File: src/rtl/crc_seq_pkg.sv
// Shared types, sizes and the CRC-32 table helper for the CRC sequencer.
package crc_seq_pkg;

  typedef enum logic [1:0] {
    IDLE = 2'd0,
    RUN  = 2'd1,
    RESP = 2'd2
  } state_t;

  localparam int CRC_W     = 32;
  localparam int MAX_BYTES = 4;
  localparam int CNT_W     = 3;

  localparam logic [CRC_W-1:0] CRC_POLY = 32'hEDB8_8320;

  // One entry of the reflected CRC-32 table; elaborates to a 256-entry ROM.
  function automatic logic [CRC_W-1:0] crc_table_entry(input logic [7:0] idx);
    logic [CRC_W-1:0] c;
    c = {24'd0, idx};
    for (int i = 0; i < 8; i++) begin
      c = c[0] ? ((c >> 1) ^ CRC_POLY) : (c >> 1);
    end
    return c;
  endfunction

  // Byte counts above MAX_BYTES saturate rather than wrap.
  function automatic logic [CNT_W-1:0] clamp_count(input logic [CNT_W-1:0] n);
    return (n > 3'd4) ? 3'd4 : n;
  endfunction

endpackage

File: src/rtl/crc.sv
// Single-byte table-driven CRC-32 step: purely combinational ROM lookup.
module crc
  import crc_seq_pkg::*;
(
  input  logic             i_clk,
  input  logic             i_rst,
  input  logic [CRC_W-1:0] req_data0,
  input  logic [CRC_W-1:0] req_data1,
  output logic [CRC_W-1:0] crc_out
);

  logic [7:0] idx_s;
  logic       unused_s;

  // Clock/reset kept on the port list for a uniform interface; the step has no state.
  assign unused_s = ^{i_clk, i_rst, req_data0[31:8]};

  // Table lookup on the low byte, then fold in the shifted running CRC.
  always_comb begin
    idx_s   = req_data0[7:0] ^ req_data1[7:0];
    crc_out = crc_table_entry(idx_s) ^ {8'd0, req_data1[31:8]};
  end

endmodule

File: src/rtl/crc_seq.sv
// CX request sequencer: feeds up to four bytes, LSB first, through one crc step unit.
module crc_seq
  import crc_seq_pkg::*;
#(
  parameter int               ID_W    = 4,
  parameter logic [CRC_W-1:0] XOR_OUT = 32'hFFFF_FFFF
) (
  input  logic             i_clk,
  input  logic             i_rst,
  input  logic             req_valid,
  output logic             req_ready,
  input  logic [ID_W-1:0]  req_id,
  input  logic [CRC_W-1:0] req_crc,
  input  logic [CRC_W-1:0] req_data,
  input  logic [CNT_W-1:0] req_nbytes,
  input  logic             req_final,
  output logic             resp_valid,
  input  logic             resp_ready,
  output logic [ID_W-1:0]  resp_id,
  output logic [CRC_W-1:0] resp_crc,
  output logic             busy
);

  state_t           state_r;
  logic [CNT_W-1:0] cnt_r;
  logic [CRC_W-1:0] crc_r;
  logic [CRC_W-1:0] data_r;
  logic             final_r;
  logic [CRC_W-1:0] step_out_s;
  logic [CNT_W-1:0] nbytes_s;

  assign req_ready = (state_r == IDLE);
  assign nbytes_s  = clamp_count(req_nbytes);

  crc u_crc (
    .i_clk     (i_clk),
    .i_rst     (i_rst),
    .req_data0 ({24'd0, data_r[7:0]}),
    .req_data1 (crc_r),
    .crc_out   (step_out_s)
  );

  // Sequencer FSM with byte counter, shift register and registered response.
  always_ff @(posedge i_clk) begin
    if (i_rst) begin
      state_r    <= IDLE;
      cnt_r      <= 3'd0;
      crc_r      <= 32'd0;
      data_r     <= 32'd0;
      final_r    <= 1'b0;
      resp_valid <= 1'b0;
      resp_id    <= '0;
      resp_crc   <= 32'd0;
      busy       <= 1'b0;
    end else begin
      case (state_r)
        IDLE: begin
          if (req_valid) begin
            resp_id <= req_id;
            crc_r   <= req_crc;
            data_r  <= req_data;
            final_r <= req_final;
            cnt_r   <= nbytes_s;
            busy    <= 1'b1;
            if (nbytes_s == 3'd0) begin
              // Zero-byte request: pass the CRC through, still honouring final.
              resp_crc   <= req_final ? (req_crc ^ XOR_OUT) : req_crc;
              resp_valid <= 1'b1;
              state_r    <= RESP;
            end else begin
              state_r <= RUN;
            end
          end
        end
        RUN: begin
          crc_r  <= step_out_s;
          data_r <= data_r >> 8;
          cnt_r  <= cnt_r - 3'd1;
          if (cnt_r == 3'd1) begin
            resp_crc   <= final_r ? (step_out_s ^ XOR_OUT) : step_out_s;
            resp_valid <= 1'b1;
            state_r    <= RESP;
          end
        end
        RESP: begin
          if (resp_ready) begin
            resp_valid <= 1'b0;
            busy       <= 1'b0;
            state_r    <= IDLE;
          end
        end
        default: begin
          state_r    <= IDLE;
          resp_valid <= 1'b0;
          busy       <= 1'b0;
        end
      endcase
    end
  end

endmodule

File: config.mk
export PLATFORM = sky130hd
export DESIGN_NAME = crc_seq
export DESIGN_NICKNAME = d
export VERILOG_FILES = /design/src/rtl/crc_seq_pkg.sv /design/src/rtl/crc.sv /design/src/rtl/crc_seq.sv
export SDC_FILE = /design/constraint.sdc
export NUM_CORES = 1
export LEC_CHECK = 0
export ABC_AREA = 1
export CAP_MARGIN = 20
export CORE_UTILIZATION = 45
export CTS_CLUSTER_DIAMETER = 30
export DETAILED_ROUTE_END_ITERATION = 8
export GPL_ROUTABILITY_DRIVEN = 0
export PLACE_DENSITY = 0.75
export SLEW_MARGIN = 20
export SYNTH_ARGS = -nofsm -noshare
export SYNTH_HDL_FRONTEND = slang
export SYNTH_SLANG_ARGS = --single-unit
File: constraint.sdc
create_clock -name i_clk -period 4.4 [get_ports i_clk]
set_input_delay 0.88 -clock i_clk [delete_from_list [all_inputs] [get_ports i_clk]]
set_output_delay 0.88 -clock i_clk [all_outputs]
set_load 0.1 [all_outputs]
; Word-level counts from Yosys, hierarchy flattened
; Index checks and enable logic that the tools add are counted.
[totals]
wordCells = 73
reg_bits = 108
[op_classes]
mux = 33
reduce_logical = 9
add_sub_neg = 1
order_cmp = 1
bitwise_logic = 13
n_eq_ne = 7
[ops]
columns = op, count
row1 = $mux 32, 15
row2 = $pmux 32 s2, 3
row3 = $not 13->14, 7
row4 = $not 32->32, 2
row5 = $xor 32x24->32, 1
row6 = $not 1->14, 1
row7 = $mux 2, 4
row8 = $reduce_and 4->1, 2
row9 = $xor 8x8->8, 1
row10 = $mux 3, 2
row11 = $ne 2x2->1 const B, 3
row12 = $pmux 1 s3, 2
row13 = $pmux 2 s3, 1
row14 = $pmux 3 s2, 1
row15 = $reduce_and 3->1, 2
row16 = $mux 1, 5
row17 = $reduce_and 2->1, 2
row18 = $eq 3x1->1 const B, 1
row19 = $gt 3x3->1 const B, 1
row20 = $logic_not 3->1, 1
row21 = $sub 3x1->3 const B, 1
row22 = $eq 2x1->1 const B, 1
row23 = $eq 2x2->1 const B, 1
row24 = $logic_not 2->1, 1
row25 = other kinds (3), 3

; Longest topological paths before layout
; Gate-level depths: netlist of the first run.
[logic_depth]
word_depth = 22
mapped_depth = 15

; Cells and area by module
; A second synthesis of the first run with hierarchy kept.
[unflattened]
cells_unflattened = 1096
area_unflattened_um2 = 6861.6
[by_module_without_submodules]
columns = mod, area_each_um2, seq_area_each_um2, cells_per_inst, instances
row1 = crc_seq, 5765.5, 2162.1, 904, 1
row2 = crc, 1096.1, 0.0, 192, 1

; Worst setup path before layout of the first run
; OpenSTA, ideal clock, no wires.
[synth_path]
path_type = reg2reg
start = register state_r[1]
end = register resp_crc[30]
path_buffers = 2
setup_time_ns = 0.118
slack_ns = 2.100
arrival_time_ns = 2.182
stages_incl_launch_ff = 11
required_time_ns = 4.282
cell_sequence = dfxtp_1 nor2_2 nand2_1 o21ai_1 a211oi_2 nand2_2 inv_2 buf_4 buf_6 o211ai_1 inv_1
[synth_between]
elab_chain_len = 3
word_cells_on_any_way = 8
[synth_lines]
columns = item, line
row1 = "start, declared", crc_seq.sv:24  ; state_t state_r;
row2 = "start signal, assigned", crc_seq.sv:46  ; state_r <= IDLE;
row3 = "start signal, assigned", crc_seq.sv:69  ; state_r <= RESP;
row4 = "start signal, assigned", crc_seq.sv:71  ; state_r <= RUN;
row5 = $logic_not 2->1 *, n/a
row6 = via req_ready, crc_seq.sv:11  ; output logic req_ready,
row7 = "$ne 2x1->1 (no line), or another cell as far along", n/a
row8 = $reduce_and 4->1 (no line), n/a
row9 = "end signal, assigned", crc_seq.sv:67  ; resp_crc <= req_final ? (req_crc ^ XOR_OUT) : req_crc;
row10 = "end signal, assigned", crc_seq.sv:80  ; resp_crc <= final_r ? (step_out_s ^ XOR_OUT) : step_out_s;
row11 = "end, declared", crc_seq.sv:20  ; output logic [CRC_W-1:0] resp_crc,
; Mark *: on every way through the listed nets, which the timed path passes. The rest lies on a longest branch.
; A chain may end at the register's enable or synchronous reset.

; Worst setup path in the final report of the first run
[layout_path]
start = register state_r[1]
end = output port req_ready
[layout_between]
elab_chain_len = 1
[layout_lines]
columns = item, line
row1 = $logic_not 2->1, crc_seq.sv:32  ; assign req_ready = (state_r == IDLE);
row2 = "end, declared", crc_seq.sv:11
; No other way between the ends.

==> metrics, run 1 <==
IR drop worst, VDD=around 0.48 mV; reg2reg start=state_r[0]; clock tree buffer depth=2; max_slew headroom=0.3281; CTS root buf=clkbuf_16; r2r worst-path depth=8; Critical Path AT=roughly 2 ns; cell internal pwr=about 3200 uW; Switching Share=0.5469; MaxCap Viol Count=0; Critical Path Source=state_r[1]; Core ar.=roughly 14,000 um2; gr usage total=0.2547; Synth Net Count=just over 1,000; RR Endpoint=crc_r[4]; Area Overhead vs Synth=22.86%; Vias=6,333; average cell area after synthesis=a little under 7 um2; initial antenna violation count=0; # diodes=0; wire per inst=approximately 15 um; Gate power share=0.663; Hold Path Class=flop to flop; Power Total=6972 uW; Crit path required time=approximately 3.5 ns; Async SR Flop Fraction=0; Post-synth EDFFs=0; CTS buffer count=9; Worst Skew=~0.009 ns; share of layout cells above drive strength 1=0.07864; sequential power share=0.218; I/O pin count=~120; flops & latches, synth=between 100 and 150; count of pins over their slew limit=0; Via density=5.234; area occupied by multi-input gates=approximately 3700 um2; synth warn=0; Port Buffers=between 100 and 150; Synth Cell Area=approximately 6500 um2; Pre-antenna DRT Iters=5; Cell variety after synth=41; postcts setup bufs=0; number of cell rows=43; Hold Startpoint=data_r[24]; H-tree levels=3; Clock power frac=0.119; HPWL after detailed placement=roughly 12,000 um; vias in the first global route=5,911; Power Dens Cells=between 800 and 900 nW/um2; flip-flop and latch area=roughly 2200 um2; post-route antenna net violation count=0; CTS tree=built; Die Footprint=about 15,000 um2; drc violations=0; Final #Nets=1,103; Chip Width=~120 um; final hold violation count=0; fmax=between 0.3 and 0.4 GHz; Worst Tran Pin Value=around 1.0 ns; Die Ht=approximately 120 um; CTS Hold Bufs=0; register area share after synthesis=0.3339; status=completed; RSZ-0062 raised after global routing=no; pre-CTS setup slack=1.083 ns; CTS Sinks=around 110; DRC marker count from the first detailed-route iteration=approximately 600; insertion delay of the later-clocked pin in the worst-skew pair=~0.37 ns; final WL=17,910 um; final setup margin=about 1.5 ns; Cells after Synth=between 900 and 1,000; PostCTS Resize Cnt=0; Net Sw Power=roughly 3800 uW; Worst Path Max Fanout=3; Hold Path Stages=2; first-pass GRT wire length=roughly 30,000 um; crit path capture type=primary output; largest net degree at the start of global routing=~70; Most used DFF post-synth=dfxtp_1; WHS Endpoint=data_r[24]; total grt overflow=0; setup TNS=0 ns; Final Critical Period=~2.9 ns; Initial Util=0.4647; final core occ=0.5709; Leak=roughly 0.0034 uW; Hold Slack=0.4655 ns; filler cell count=approximately 1,300; FF-to-FF setup slack=between 1.5 and 2 ns; crit path kind=flop to primary output; Startpoint Class=flop; # setup viols final=0; Clk pin slew, worst setup/hold paths=about 0.08 ns; final period utilization=0.6679
-- registers in the layout, indices dropped and copies added, names as in the netlist --
name	flops
cnt_r	3
resp_crc	32
crc_r	32
state_r	2
data_r	32
resp_id	4
resp_valid	1
final_r	1
busy	1
-- how the worst max path moves through the flow --
stage | endpoint | slack, ns | cells past startpoint
finish | req_ready | 1.46 | 2
detailed placement | resp_crc[30] | 1.08 | 9
floorplan | resp_crc[30] | 2.10 | 10
global placement | resp_crc[30] | 1.20 | 9
global route | resp_crc[30] | 1.16 | 9
CTS | req_ready | 1.45 | 2
-- final cells by class --
| cell class | count | area share |
|---|---|---|
| Multi-Input combinational cell | 694 | 0.4693 |
| Sequential cell | 108 | 0.2718 |
| Timing Repair Buffer | 123 | 0.1519 |
| Inverter | 89 | 0.04215 |
| Clock buffer | 10 | 0.03004 |
| Tap cell | 180 | 0.02831 |
| Clock inverter | 6 | 0.006449 |
-- cells in the final DEF, fill, tap and decap left out, types with 11 or more instances in the layout --
cell	synthesis	routed
xor2_1	56	56
clkdlybuf4s50_1	0	114
inv_2	11	11
nand2_1	281	281
nand2_2	17	17
inv_1	76	76
o21a_1	25	25
nand3_1	65	65
nor2_1	40	39
dfxtp_1	108	108
a21oi_1	36	36
xnor2_1	12	12
o21ai_0	61	61
a31oi_1	46	46
-- cell families (layout without fill, tap and decap cells) --
family | after synthesis | in the layout | share of synthesized area
fa+ha+maj | 2 | 2 | 0.003864
flops | 108 | 108 | 0.3339
xor+xnor | 74 | 74 | 0.1123
buf+inv | 146 | 228 | 0.09063
compound gates | 195 | 195 | 0.1772
simple gates | 423 | 423 | 0.2821
-- power groups by stage --
stage,clock network (uW),registers (uW),logic (uW)
3_3_place_gp,0,1530,4530
4_1_cts,843,1520,4600
5_1_grt,872,1560,5090
2_1_floorplan,0,2300,2870
6_report,829,1520,4630
3_5_place_dp,0,1530,4580
-- through the flow --
step,area [um2],std cells
4_1_cts,7954,1210
6_report,7955,1210
5_1_grt,7955,1210
2_1_floorplan,6475,948
3_3_place_gp,7664,1194
3_5_place_dp,7664,1194
-- synth_stat cells (all sizes together) (14+ instances only) --
master | count | area [um2]
nor2 | 42 | 162.6
xor2 | 60 | 566.8
buf | 25 | 132.6
clkbuf | 32 | 120.1
o21ai | 67 | 335.3
xnor2 | 14 | 160.1
a21oi | 38 | 197.7
a31oi | 46 | 287.8
inv | 87 | 326.6
nand2 | 308 | 1282
o21a | 25 | 187.7
nand3 | 67 | 345.3
dfxtp | 108 | 2162
-- metal layers --
| layer | routed length [um] | vias to the layer above | track usage | part of all wire |
|---|---|---|---|---|
| met1 | 8075 | 2884 | 0.3371 | 0.45 |
| met5 | 0 | - | 0 | 0 |
| met4 | 320 | 0 | 0.06944 | 0.018 |
| li1 | - | 3211 | - | - |
| met2 | 8296 | 216 | 0.4135 | 0.46 |
| met3 | 1216 | 22 | 0.05852 | 0.068 |
-- worst max-delay path: stages (launching register included) --
cell and delay, ns:
dfxtp_1 0.37, nor2_2 0.17, clkdlybuf4s50_1 1.16
Note: power is estimated with default switching activity, not from simulation.
==> inputs of run 2 (changes only) <==
--- a/config.mk
+++ b/config.mk
@@ -11,7 +11,7 @@
 export CTS_CLUSTER_DIAMETER = 30
 export DETAILED_ROUTE_END_ITERATION = 8
 export GPL_ROUTABILITY_DRIVEN = 0
-export PLACE_DENSITY = 0.75
+export PLACE_DENSITY = 0.78
 export SLEW_MARGIN = 20
 export SYNTH_ARGS = -nofsm -noshare
 export SYNTH_HDL_FRONTEND = slang
==> constraint.sdc (replaced) <==
create_clock -name i_clk -period 2.6 [get_ports i_clk]
set_input_delay 0.52 -clock i_clk [delete_from_list [all_inputs] [get_ports i_clk]]
set_output_delay 0.52 -clock i_clk [all_outputs]
set_load 0.1 [all_outputs]
==> run 2 against run 1 <==
Effect of this change: design area is 0.46% higher; total power up 72%; utilization is 0.26 points higher; global-route usage decreased by 0.24 points; wire length is essentially flat; register-to-register slack got worse by 1.2 ns; setup slack got worse by 0.90 ns; clock power rose by 79%; via count grew 0.49%; critical path depth up 11; sequential cell count stayed put; critical path type is now flop to flop; critical endpoint is now resp_crc[24].
==> metrics, run 2 (synthesis gave the netlist of run 1 again) <==
Worst Tran Pin Value=0.6244 ns; Hold Path Class=flop to flop; most frequent cells in the layout=281 x nand2_1, 108 x dfxtp_1, 76 x inv_1; Final Critical Period=~2 ns; crit path kind=flop to flop; final hold violation count=0; post-route antenna net violation count=0; postcts setup bufs=0; first-pass GRT wire length=between 20,000 and 30,000 um; # diodes=0; insertion delay of the later-clocked pin in the worst-skew pair=0.36 ns; final period utilization=0.7829; PostCTS Resize Cnt=0; number of cell rows=43; RSZ-0062 raised after global routing=no; final setup margin=0.5644 ns; fmax=between 0.4 and 0.5 GHz; H-tree levels=3; flip-flop and latch area=around 2200 um2; Die Ht=roughly 120 um; drc violations=0; wire per inst=about 15 um; Port Buffers=approximately 110; setup TNS=0 ns; biggest regs=crc_r (32), data_r (32), resp_crc (32); status=completed; final WL=between 15,000 and 20,000 um; CTS Hold Bufs=0; CTS root buf=clkbuf_16; total grt overflow=0; Initial Util=0.4647; MaxCap Viol Count=0; commonest non-fill, non-tap cell in the layout=nand2_1; Final #Nets=roughly 1,100; share of layout cells above drive strength 1=0.1250; Worst Path Max Fanout=7; area occupied by multi-input gates=around 3700 um2; Startpoint Class=flop; Die Footprint=~15,000 um2; CTS tree=built; vias in the first global route=between 5,000 and 6,000; Vias=roughly 6,400; DRC marker count from the first detailed-route iteration=approximately 550; clock tree buffer depth=2; Power Dens Cells=roughly 1500 nW/um2; Area Overhead vs Synth=23.42%; I/O pin count=between 100 and 150; # setup viols final=0; gr usage total=0.2524; Via density=about 5.2; Chip Width=around 120 um; Worst Skew=0.01091 ns; IR drop worst, VDD=between 1 and 1.5 mV; pre-CTS setup slack=0.3385 ns; Critical Path AT=approximately 2.3 ns; Core ar.=roughly 14,000 um2; HPWL after detailed placement=approximately 13,000 um; max_slew headroom=0.5837; CTS Sinks=about 110; CTS buffer count=9; largest net degree at the start of global routing=between 50 and 60; crit path capture type=flop; initial antenna violation count=0; count of pins over their slew limit=0; Crit path required time=2.87 ns; Leak=about 0.0036 uW; filler cell count=between 1,000 and 1,500; Pre-antenna DRT Iters=6; Clk pin slew, worst setup/hold paths=0.08 ns
## run 2: cell types whose count changed in the layout (fill, tap and decap cells not counted)
cell / delta
clkinv_2: -2
bufinv_16: +1
inv_8: +1
clkdlybuf4s50_1: -39
inv_2: +1
buf_12: +3
buf_4: +46
clkbuf_8: -1
## run 2: layout make-up
cell class              instances  area share
multi-input cells             694      0.4672
flip-flops and latches        108      0.2705
repair buffers                133      0.1531
inverters                      89     0.04180
clock buffers                   9     0.02818
well taps                     180     0.02818
clock inverters                 7     0.01096
## run 2: worst paths after layout
path                            startpoint            to  slack, ns  cells after the start
worst max register to register    crc_r[5]  resp_crc[24]       0.56                     13
worst max-delay path              crc_r[5]  resp_crc[24]       0.56                     13
worst min register to register  data_r[28]    data_r[28]       0.46                      2
worst min-delay path            data_r[28]    data_r[28]       0.46                      2
## run 2: report_power, final
group	switching [uW]	internal, uW	leakage (uW)	total (uW)
clock	701	776	0.000155	1480
sequential	373	2200	0.000891	2570
combinational	5450	2460	0.00254	7910
## run 2: worst max-delay path: stages, from the launching register on
cell,delay [ns]
dfxtp_1,0.36
inv_1,0.05
nand2_1,0.05
nand2_1,0.22
inv_1,0.22
nand2_1,0.11
nand2_4,0.13
xor2_2,0.20
xor2_1,0.20
nand2_1,0.07
nand3_1,0.14
nand3_1,0.09
nand2_1,0.06
inv_1,0.03
## run 2: per-stage QoR
step	total power (uW)	instance area [um2]	cells	util	hold WS [ns]
after floorplan	8763	6475	948	-	0.4401
after global placement	10290	7679	1204	0.5510	0.4488
after detailed placement	10410	7679	1204	0.5510	0.4522
after CTS	11930	7991	1220	0.5735	0.4644
after global routing	12810	7991	1220	0.5735	0.4961
final	11960	7991	1220	0.5735	0.4636
## run 2: routing by layer
layer	up-vias	share of wire	GRT usage
li1	3233	-	-
met1	2890	0.46	0.3386
met2	220	0.45	0.4029
met3	21	0.064	0.04775
met4	0	0.020	0.08796
met5	-	0	0
==> inputs of run 3 (changes only) <==
--- a/config.mk
+++ b/config.mk
@@ -11,7 +11,7 @@
 export CTS_CLUSTER_DIAMETER = 30
 export DETAILED_ROUTE_END_ITERATION = 8
 export GPL_ROUTABILITY_DRIVEN = 0
-export PLACE_DENSITY = 0.78
+export PLACE_DENSITY = 0.75
 export SLEW_MARGIN = 20
 export SYNTH_ARGS = -nofsm -noshare
 export SYNTH_HDL_FRONTEND = slang
==> constraint.sdc (replaced) <==
create_clock -name i_clk -period 2 [get_ports i_clk]
set_input_delay 0.4 -clock i_clk [delete_from_list [all_inputs] [get_ports i_clk]]
set_output_delay 0.4 -clock i_clk [all_outputs]
set_load 0.1 [all_outputs]
==> run 3 against run 2 <==
Effect of this change: non-clock buffer count rose by 16; combinational power grew 38%; worst hold slack got worse by 0.0028 ns; first-iteration DRC count shrank 4.2%; global-route usage grew 0.15 points; clock-buffer cell count unchanged; via count up 0.85%; critical endpoint is now resp_crc[25]; largest power group unchanged.
==> metrics, run 3 (synthesis gave the netlist of run 1 again) <==
Port Buffers=114; CTS root buf=clkbuf_16; Slowest-stage cell, CP=dfxtp_1; FF-to-FF setup slack=between 0.15 and 0.2 ns; Worst Path Max Fanout=6; Crit path required time=between 2 and 2.5 ns; Vias=6,418; share of layout cells above drive strength 1=0.1477; wire per inst=between 10 and 15 um; Area Overhead vs Synth=26.88%; Crit path top cell by count=nand2_1; initial antenna violation count=0; final period utilization=0.9227; Die Ht=around 120 um; Startpoint Class=flop; MaxCap Viol Count=0; WHS Endpoint=data_r[26]; Via density=approximately 5.2; # setup viols final=0; Critical Path Source=crc_r[3]; drc violations=0; CTS Hold Bufs=0; insertion delay of the later-clocked pin in the worst-skew pair=0.36 ns; gr usage total=0.2539; flip-flop and latch area=~2200 um2; crit path kind=flop to flop; HPWL after detailed placement=about 13,000 um; max_slew headroom=0.6975; post-route antenna net violation count=0; delay-heaviest family, CP=simple AND/OR/NAND/NOR gates; cell internal pwr=approximately 7500 uW; vias in the first global route=5,902; crit-path cells=inv_1 > nand2_2 > nand2_4 > xnor2_4 > inv_2 > nand2_1 > nand2_1 > or2_1 > nand2_1 > nand2_1 > nand3_1 > nand3_1 > nand2_1 > inv_1; DRC marker count from the first detailed-route iteration=about 530; # diodes=0; Final #Nets=1,129; Net Sw Power=8596 uW; CP Buf/Inv Count=3; Leak=0.003696 uW; Critical Path AT=approximately 2.1 ns; Final Critical Period=approximately 1.8 ns; setup TNS=0 ns; final setup margin=roughly 0.15 ns; Power Dens Cells=1956 nW/um2; IR drop worst, VDD=around 1.1 mV; Hold Path Stages=2; largest net degree at the start of global routing=54; filler cell count=roughly 1,300; pre-CTS setup slack=-0.03964 ns; CTS buffer count=9; final hold violation count=0; Clk pin slew, worst setup/hold paths=about 0.08 ns; total grt overflow=0; count of pins over their slew limit=0; clock tree buffer depth=2; H-tree levels=3; Power Total=about 16,000 uW; Worst Tran Pin Value=~0.45 ns; placed instance area=roughly 7900 um2; area occupied by multi-input gates=3784 um2; Switching Share=0.5350; Final Cell Area=around 8000 um2; Finished Layout Cells=~1,200; first-pass GRT wire length=just under 30,000 um; Chip Width=about 120 um; Die Footprint=roughly 15,000 um2; Worst Skew=approximately 0.012 ns; fmax=0.5419 GHz; commonest non-fill, non-tap cell in the layout=nand2_1; Hold Startpoint=data_r[26]; I/O pin count=between 100 and 150; reg2reg start=crc_r[3]; most frequent cells in the layout=278 x nand2_1, 104 x dfxtp_1, 76 x inv_1; CTS Sinks=108; Hold Path Class=flop to flop; Initial Util=0.4647; CTS tree=built; Pre-antenna DRT Iters=5; Core ar.=13,930 um2; number of cell rows=between 40 and 50; DP Cell Count=between 1,000 and 1,500; Clock power frac=0.115; final WL=roughly 18,000 um; biggest regs=crc_r (32), data_r (32), resp_crc (32); crit path capture type=flop; Gate power share=0.676; r2r worst-path depth=14; slowest stage delay, CP=0.36 ns; RR Endpoint=resp_crc[25]; status=completed; sequential power share=0.209
[run 3: metal layers]
metal  up-vias  global-route usage  share of wire
met4         0             0.09722          0.021
met1      2923              0.3390           0.46
met5         -                   0              0
met2       220              0.4121           0.46
met3        26             0.03605          0.063
li1       3249                   -              -
[run 3: per-stage QoR]
stage | util | hold slack (ns)
after global routing | 0.5896 | 0.4789
after CTS | 0.5849 | 0.4632
after global placement | 0.5634 | 0.4486
final | 0.5896 | 0.4608
after floorplan | - | 0.4401
after detailed placement | 0.5634 | 0.4530
[run 3: layout make-up]
class / instances / area share
clock buffers: 9 / 0.02741
clock inverters: 7 / 0.008986
inverters: 89 / 0.04066
multi-input cells: 694 / 0.4606
flip-flops and latches: 108 / 0.2638
well taps: 180 / 0.02741
repair buffers: 149 / 0.1712
[run 3: worst max path at each step]
stage / endpoint / cells after the start
after floorplan: resp_crc[30] / 10
after CTS: resp_crc[27] / 12
final: resp_crc[25] / 14
after global placement: resp_crc[24] / 10
after detailed placement: resp_crc[7] / 10
after global routing: resp_crc[27] / 12
[run 3: what timing repair did]
action,4_1_cts,5_1_grt
setup endpoints to repair,0,12
buffers inserted,0,2
gates resized for setup,0,13
[run 3: power groups by stage]
stage	Clock, uW	Sequential (uW)	Combinational (uW)
2_1_floorplan	0	5070	6330
3_3_place_gp	0	3370	10300
3_5_place_dp	0	3370	10500
4_1_cts	1870	3350	10500
5_1_grt	1960	3450	11800
6_report	1850	3360	10900
[run 3: worst reg2reg max path, cell delays in order (launching register included)]
cell and delay [ns]:
dfxtp_1 0.36, inv_1 0.06, nand2_2 0.08, nand2_4 0.10, xnor2_4 0.30, inv_2 0.10, nand2_1 0.06, nand2_1 0.06
or2_1 0.22, nand2_1 0.09, nand2_1 0.05, nand3_1 0.09, nand3_1 0.08, nand2_1 0.06, inv_1 0.03
